File: src/rtl/householder_apply.sv
// R = H*A for 2x2 signed Q8.8 matrices using one shared 16x16 multiplier
// stepped over eight products; results are published together with a done pulse.
module householder_apply (
  input  logic        I_sys_clk,
  input  logic        I_sys_rstn,
  input  logic        I_start,
  input  logic [15:0] I_H1_h11,
  input  logic [15:0] I_H1_h12,
  input  logic [15:0] I_H1_h21,
  input  logic [15:0] I_H1_h22,
  input  logic [15:0] I_a11,
  input  logic [15:0] I_a12,
  input  logic [15:0] I_a21,
  input  logic [15:0] I_a22,
  output logic        O_busy,
  output logic        O_done,
  output logic [15:0] O_r11,
  output logic [15:0] O_r12,
  output logic [15:0] O_r21,
  output logic [15:0] O_r22
);

  typedef enum logic [1:0] {
    ST_IDLE = 2'd0,
    ST_MAC  = 2'd1,
    ST_DONE = 2'd2
  } state_t;

  state_t             state_r;
  logic [2:0]         idx_r;
  logic signed [31:0] acc_r;
  logic signed [15:0] h_r [4];      // h11, h12, h21, h22
  logic signed [15:0] a_r [4];      // a11, a12, a21, a22
  logic [15:0]        shadow_r [4]; // r11, r12, r21, r22

  logic signed [15:0] mul_h_s;
  logic signed [15:0] mul_a_s;
  logic signed [31:0] prod_s;
  logic signed [33:0] sum_s;
  logic [15:0]        res_s;

  // Round half toward +inf from Q16.16 to Q8.8, then clamp to the 16-bit range.
  function automatic logic [15:0] round_sat(input logic signed [33:0] sum);
    logic signed [33:0] shifted;
    shifted = (sum + 34'sd128) >>> 8;
    if (shifted > 34'sd32767) begin
      return 16'h7FFF;
    end else if (shifted < -34'sd32768) begin
      return 16'h8000;
    end else begin
      return shifted[15:0];
    end
  endfunction

  // Operand selection: idx[2] picks the H row, idx[0] the inner index, idx[1] the A column.
  always_comb begin
    mul_h_s = h_r[{idx_r[2], idx_r[0]}];
    mul_a_s = a_r[{idx_r[0], idx_r[1]}];
    prod_s  = mul_h_s * mul_a_s;
    sum_s   = {{2{acc_r[31]}}, acc_r} + {{2{prod_s[31]}}, prod_s};
    res_s   = round_sat(sum_s);
  end

  // Control FSM, operand capture, accumulation and output publication.
  always_ff @(posedge I_sys_clk) begin
    if (!I_sys_rstn) begin
      state_r <= ST_IDLE;
      idx_r   <= 3'd0;
      acc_r   <= 32'sd0;
      for (int i = 0; i < 4; i++) begin
        h_r[i]      <= 16'sd0;
        a_r[i]      <= 16'sd0;
        shadow_r[i] <= 16'h0000;
      end
      O_busy <= 1'b0;
      O_done <= 1'b0;
      O_r11  <= 16'h0000;
      O_r12  <= 16'h0000;
      O_r21  <= 16'h0000;
      O_r22  <= 16'h0000;
    end else begin
      case (state_r)
        ST_IDLE: begin
          O_done <= 1'b0;
          idx_r  <= 3'd0;
          acc_r  <= 32'sd0;
          if (I_start) begin
            h_r[0]  <= I_H1_h11;
            h_r[1]  <= I_H1_h12;
            h_r[2]  <= I_H1_h21;
            h_r[3]  <= I_H1_h22;
            a_r[0]  <= I_a11;
            a_r[1]  <= I_a12;
            a_r[2]  <= I_a21;
            a_r[3]  <= I_a22;
            O_busy  <= 1'b1;
            state_r <= ST_MAC;
          end else begin
            O_busy <= 1'b0;
          end
        end
        ST_MAC: begin
          if (!idx_r[0]) begin
            acc_r <= prod_s;
          end else begin
            shadow_r[idx_r[2:1]] <= res_s;
          end
          idx_r <= idx_r + 3'd1;
          if (idx_r == 3'd7) begin
            state_r <= ST_DONE;
          end else begin
            state_r <= ST_MAC;
          end
        end
        ST_DONE: begin
          O_r11   <= shadow_r[0];
          O_r12   <= shadow_r[1];
          O_r21   <= shadow_r[2];
          O_r22   <= shadow_r[3];
          O_done  <= 1'b1;
          state_r <= ST_IDLE;
        end
        default: begin
          O_busy  <= 1'b0;
          O_done  <= 1'b0;
          state_r <= ST_IDLE;
        end
      endcase
    end
  end

endmodule

File: config.mk
export PLATFORM = sky130hd
export DESIGN_NAME = householder_apply
export DESIGN_NICKNAME = d
export VERILOG_FILES = /design/src/rtl/householder_apply.sv
export SDC_FILE = /design/constraint.sdc
export NUM_CORES = 1
export LEC_CHECK = 0
export BUFFER_PORTS_ARGS = -buffer_cell sky130_fd_sc_hd__buf_2
export CORE_ASPECT_RATIO = 0.7
export CORE_MARGIN = 4
export CORE_UTILIZATION = 40
export CTS_BUF_LIST = sky130_fd_sc_hd__clkbuf_16
export DETAILED_ROUTE_END_ITERATION = 8
export GPL_TIMING_DRIVEN = 0
export PLACE_DENSITY_LB_ADDON = 0.1
export SLEW_MARGIN = 40
export SYNTH_ARGS = -nofsm -noshare
export SYNTH_HDL_FRONTEND = slang
export SYNTH_SLANG_ARGS = --single-unit
File: constraint.sdc
create_clock -name I_sys_clk -period 12.4 [get_ports I_sys_clk]
set_clock_uncertainty 0.05 [all_clocks]
set_input_delay 1.24 -clock I_sys_clk [delete_from_list [all_inputs] [get_ports I_sys_clk]]
set_output_delay 1.24 -clock I_sys_clk [all_outputs]
set_load 0.02 [all_outputs]
==> summary.md, run 1 <==
| Metric | Value |
|---|---|
| Hpwl dp | 56010 um |
| I/O Buffers | 196 |
| CP Data Arrival Time | 12.22 ns |
| # rows | 75 |
| Final min period | 11.90 ns |
| CTS max path bufs | 3 |
| Non-filler cells, final | 3432 |
| Critical setup path kind | register to register |
| Vias/cell | 5.163 |
| Clock-pin slew on the worst setup and hold paths | 0.07 ns |
| GR peak layer | met1 |
| Root Buffer | clkbuf_16 |
| Vias in the first global route | 18020 |
| Hold Crit Class | register to register |
| WL/cell | 19.90 um |
| Routed via count | 17720 |
| Die W | 302.4 um |
| CP max stage delay | 0.57 ns |
| Initial Util | 40.47% |
| Worst hold path endpoint | acc_r[29]$_SDFFE_PN0P_ |
| Initial drt markers | 1372 |
| Worst slew margin | 37.96% |
| DRC | 0 |
| Die H | 214.1 um |
| Final Cycle Share | 95.98% |
| Final antenna-violating net count | 0 |
| Fraction of layout cells with a size suffix above 1 | 13.38% |
| Num CTS Buffers | 34 |
| Post-Syn Area | 24260 um2 |
| Critical path endpoint category | register |
| Max Cap Viol | 0 |
| # setup viols final | 0 |
| Average size of a mapped cell | 10.27 um2 |
| Async set-or-reset flop fraction in the synthesized netlist | 0% |
| Final Hold Vio Count | 0 |
| Clk sinks | 298 |
| Grt met1 use | 33.99% |
| Worst path slowest cell | clkbuf_1 |
| Syn. warnings | 0 |
| Slew Limit Fails | 0 |
| Cell count after synthesis | 2362 |
| F_max | 84.02 MHz |
| Clock latency on the worst-skew pair | 0.55 ns |
| Cells on Worst Hold Path | 2 |
| CTS tree | done |
| Total Wirelength | 68310 um |
| Worst R2R Setup Slack | 0.50 ns |
| Worst-Margin Slew | 0.9244 ns |
| HP Start | acc_r[29]$_SDFFE_PN0P_ |
| GR met2 Demand/Resource | 30.38% |
| Io pins | 197 |
| GR Util All Layers | 21.49% |
| RD Place Congestion | 0.8865 |
| Cell variety after synth | 71 |
| Fillers | 5701 |
| Worst reg-to-reg path cell count | 38 |
| Post-synth EDFFs | 192 |
| Worst setup SP type | register |
| Pre-antenna DRT Iters | 5 |
| Nets | 3140 |
| DP Cell Count | 3369 |
| Worst R2R End | shadow_r[0][6]$_SDFFCE_PN0P_ |
| Highest-count cells in the layout ignoring fill and taps | inv_1 (344), fa_1 (262), nand2_1 (206), buf_2 (202), edfxtp_1 (192) |
| WP data required | 12.72 ns |
| # H-tree levels | 2 |
| Final hold slack | 0.4367 ns |
| Initial antenna violation count | 3 |
| Antenna cells | 0 |
| Post-synthesis sequential area ratio | 32.51% |
| Crit path top cell by count | fa_1 |
| First-pass GRT wire length | 106500 um |
| Status | finished, final reports clean |
| Die area | 64730 um2 |
| Global routing usage on met3 | 4.798% |
| Syn-to-layout area delta | 13.69% |
| CP Max Fanout | 10 |
| Core Area | 59960 um2 |
| Congestion Overflow GR | 0 |
| Hold buffers post-CTS | 0 |
| Largest net degree at the start of global routing | 45 |
| Seq cells post-synth | 298 |
| Main synth FF type | edfxtp_1 |
| Commonest non-fill, non-tap cell in the layout | inv_1 |
| Synth Net Count | 2904 |
[cell usage after synthesis (19+ instances only)]
library cell	number	area (um2)
inv_1	336	1261
fa_1	262	5245
nand2_1	207	777.0
edfxtp_1	192	5766
and2_1	169	1057
ha_1	149	1864
nor2_1	147	551.8
dfxtp_1	106	2122
nor2b_1	98	613.1
a21oi_1	97	485.5
clkbuf_1	85	319.1
mux2i_1	84	840.8
o21ai_0	54	270.3
xnor2_1	35	306.5
nand3_1	31	155.2
a22oi_1	27	202.7
a21o_1	24	180.2
o21a_1	23	172.7
xor2_1	20	175.2
mux2_2	19	214.0
[layer usage]
metal  vias to the layer above  routed length [um]
li1                       8236                   -
met1                      8884               33790
met3                        52                5689
met5                         -                  78
met2                       546               27930
met4                         2                 815
[sequential cells by signal, summed over array words and instances, names as in the netlist, 2 cells and up, named ones only]
register  count
a_r          64
h_r          64
shadow_r     64
acc_r        32
O_r11        16
O_r12        16
O_r21        16
O_r22        16
idx_r         3
state_r       2
[per-stage QoR]
step / utilization (%) / worst slack [ns] / cell area, um2 / TNS, ns
floorplan: - / 2.487 / 24260 / 0
global placement: 43.79 / -0.3179 / 26260 / -8.357
detailed placement: 44.02 / -0.3098 / 26400 / -10.96
CTS: 45.81 / 0.009915 / 27470 / 0
global route: 46.00 / -0.03442 / 27590 / -0.06008
finish: 46.00 / 0.4988 / 27590 / 0
[area by class of cell]
cell class | count | area, um2 | share of cell area [%]
clock buffer | 35 | 875.8 | 3.175
buffer | 100 | 439.2 | 1.592
inverter | 336 | 1261 | 4.572
timing repair buffer | 203 | 1087 | 3.942
sequential | 298 | 7888 | 28.59
multi-input combinational | 1625 | 14820 | 53.73
clock inverter | 27 | 201.4 | 0.7303
tap | 808 | 1011 | 3.665
[cell families (layout without fill, tap and decap cells)]
kind of cell	after synthesis	in the layout	synth area share [%]
adder cells (fa/ha/maj)	411	411	29.30
multiplexers	118	118	5.739
AO/OA/AOI/OAI	321	321	8.524
XOR/XNOR	55	55	1.985
AND/OR/NAND/NOR	720	720	14.97
flip-flops	298	298	32.51
buffers and inverters	439	701	6.972
[how the worst max path moves through the flow]
stage                                    end  cells after the start
2_1_floorplan      shadow_r[3][10]$_DFFE_PP_                     37
3_3_place_gp   shadow_r[1][10]$_SDFFCE_PN0P_                     34
3_5_place_dp   shadow_r[2][14]$_SDFFCE_PN0P_                     35
4_1_cts        shadow_r[1][10]$_SDFFCE_PN0P_                     37
5_1_grt         shadow_r[1][7]$_SDFFCE_PN0P_                     39
6_report        shadow_r[0][6]$_SDFFCE_PN0P_                     38
[critical path, delay by kind of cell, from the launching register on]
family / cells / cell delay (ns)
AND/OR/NAND/NOR: 5 / 0.94
flip-flops: 1 / 0.48
AO/OA/AOI/OAI: 12 / 3.52
buffers and inverters: 11 / 2.35
XOR/XNOR: 1 / 0.21
adder cells (fa/ha/maj): 9 / 4.13
[what timing repair did]
item,in CTS,in global routing
gates resized for setup,4,15
pin swaps,0,1
buffers inserted,0,3
setup endpoints to repair,60,64
Power of run 1 is left out: the tool's default activity adds up to more than one toggle a clock period on the data nets, which glitch-free logic cannot reach.
==> run 2, diff against run 1 <==
ABC_AREA = 1   (was default)
==> summary.md, run 2 <==
| Metric | Value |
|---|---|
| I/O Buffers | 195 (-0.51%) |
| Async set-or-reset flop fraction in the synthesized netlist | 0% (unchanged) |
| Critical setup path kind | register to register |
| Largest net degree at the start of global routing | 45 (unchanged) |
| Die W | 301.7 um (-0.23%) |
| Setup TNS | 0 ns (unchanged) |
| Fraction of layout cells with a size suffix above 1 | 10.84% (-2.5 points) |
| Seq cells post-synth | 298 (unchanged) |
| Area fraction of the dominant cell type after synthesis | 23.88% (+0.11 points) |
| Vias in the first global route | 19290 (+7.0%) |
| Sequential Area | 7888 um2 (unchanged) |
| Num CTS Buffers | 35 (+2.9%) |
| Initial Util | 40.33% (-0.13 points) |
| CP max stage delay | 0.70 ns (+0.13 ns) |
| Max Cap Viol | 0 (unchanged) |
| Io pins | 197 (unchanged) |
| Worst-Margin Slew | 0.9038 ns (-0.02061 ns) |
| Resize count post-CTS | 0 (-4) |
| CP Data Arrival Time | 11.86 ns (-0.36 ns) |
| Clock-pin slew on the worst setup and hold paths | 0.06 ns (about the same) |
| Vias/cell | 4.994 (-3.3%) |
| CTS tree | done |
| Hold buffers post-CTS | 0 (unchanged) |
| WL/cell | 17.68 um (-11%) |
| Crit path top cell by count | nand2_1 |
| Main synth FF type | edfxtp_1 |
| Post-CTS setup buffers | 0 (unchanged) |
| Hold Crit Class | register to register |
| Worst reg-to-reg path cell count | 42 (+11%) |
| Final Util | 45.93% (-0.070 points) |
| Final Hold Vio Count | 0 (unchanged) |
| Highest-count cells in the layout ignoring fill and taps | inv_1 (549), nand2_1 (463), nor2_1 (461), fa_1 (262), buf_2 (201) |
| Commonest non-fill, non-tap cell in the layout | inv_1 |
| WP data required | 12.63 ns (-0.09 ns) |
| Initial drt markers | 1398 (+1.9%) |
| Final Cycle Share | 93.76% (-2.2 points) |
| Syn-to-layout area delta | 13.88% |
| Pre-antenna DRT Iters | 5 (unchanged) |
| Cell count after synthesis | 2785 (+18%) |
| Post-synth EDFFs | 192 (unchanged) |
| Largest regs | a_r (64), h_r (64), shadow_r (64) |
| Antenna cells | 0 (unchanged) |
| F_max | 86.01 MHz (+2.4%) |
| CP Max Fanout | 10 (unchanged) |
| Final hold slack | 0.4052 ns (-0.03150 ns) |
| Synth area leader | edfxtp_1 |
| Count leader, synth | inv_1 |
| # rows | 75 (unchanged) |
| Cells on Worst Hold Path | 2 (unchanged) |
| Commonest cells post-synth | inv_1 (540), nand2_1 (464), nor2_1 (461), fa_1 (262), edfxtp_1 (192) |
| Final min period | 11.63 ns (-0.2745 ns) |
| Die area | 64430 um2 (-0.47%) |
| Slew Limit Fails | 0 (unchanged) |
| Hpwl dp | 56840 um (+1.5%) |
| Congestion Overflow GR | 0 (unchanged) |
| Clk sinks | 298 (unchanged) |
| Post-Syn Area | 24150 um2 (-0.48%) |
| Total Wirelength | 68260 um (about the same) |
| Final antenna-violating net count | 0 (unchanged) |
| Syn. warnings | 0 (unchanged) |
| Die H | 213.6 um (-0.23%) |
| Dpl ws | 1.045 ns (+1.355 ns) |
| RD Place Congestion | 0.9457 (+6.7%) |
| Post-synthesis sequential area ratio | 32.66% (+0.16 points) |
| Critical path endpoint category | register |
| CTS max path bufs | 3 (unchanged) |
| Nets | 3569 (+14%) |
| Average size of a mapped cell | 8.671 um2 (-16%) |
| # setup viols final | 0 (unchanged) |
| GR Util All Layers | 21.62% (+0.12 points) |
| Root Buffer | clkbuf_16 |
| Worst setup SP type | register |
| Cell variety after synth | 48 (-32%) |
| First-pass GRT wire length | 107900 um (+1.3%) |
| Fillers | 6034 (+5.8%) |
| Worst setup margin | 0.7733 ns (+0.2745 ns) |
| RSZ-0062 raised after global routing | no |
| Synth Net Count | 3327 (+15%) |
| Initial antenna violation count | 0 (-3) |
| DRC | 0 (unchanged) |
| Worst path slowest cell | buf_1 |
| Status | finished, final reports clean |
| Worst slew margin | 39.75% (+1.8 points) |
| Core Area | 59870 um2 (-0.16%) |
| Routed via count | 19290 (+8.8%) |
| Clock latency on the worst-skew pair | 0.56 ns (about the same) |
| # H-tree levels | 2 (unchanged) |
| Synth top area cells | edfxtp_1 (24%), fa_1 (22%), dfxtp_1 (8.8%) |
| Multi-input combinational cell area | 13860 um2 (-6.5%) |
run 2: cell type report:
type                    instances  share of cell area, %
plain buffers                 101                  1.670
well taps                     808                  3.676
inverters                     546                  7.480
repair buffers                205                  3.931
clock inverters                29                 0.9873
multi-input cells            1840                  50.39
flip-flops and latches        298                  28.68
clock buffers                  35                  3.185
run 2: critical path: cells and delay by family, from the launching register on:
family	cells	cell delay, ns
and+or+nand+nor	14	2.40
adders and majority gates	9	4.10
buffers and inverters	11	2.07
AOI/OAI and AO/OA	6	1.70
DFF	1	0.34
xor gates and xnor gates	2	0.67
run 2: path summary, 6_finish.rpt:
check	startpoint	to	slack, ns
setup reg to reg	register	shadow_r[3][4]$_DFFE_PP_	0.77
hold reg to reg	shadow_r[0][7]$_SDFFCE_PN0P_	O_r11[7]$_SDFFE_PN0P_	0.41
hold / removal	shadow_r[0][7]$_SDFFCE_PN0P_	O_r11[7]$_SDFFE_PN0P_	0.41
setup / recovery	register	shadow_r[3][4]$_DFFE_PP_	0.77
run 2: stage by stage:
step / std cells / instance area, um2
final: 3862 / 27500
after global routing: 3862 / 27500
after CTS: 3862 / 27500
after detailed placement: 3798 / 26350
after global placement: 3788 / 26140
after floorplan: 2785 / 24150
run 2: cells by family after synthesis:
family | after synthesis | share of synthesized area, %
AOI/OAI and AO/OA | 373 | 8.990
DFF | 298 | 32.66
adders and majority gates | 411 | 29.44
buffers and inverters | 647 | 10.42
and+or+nand+nor | 1003 | 16.53
xor gates and xnor gates | 53 | 1.953
run 2: metal layers:
layer	global-route usage (%)	vias up	share of wire, %
li1	-	9155	-
met1	33.62	9543	50
met2	31.24	529	41
met3	4.990	58	8.4
met4	3.260	0	1.2
met5	0	-	0
Power of run 2 is left out for the same reason.
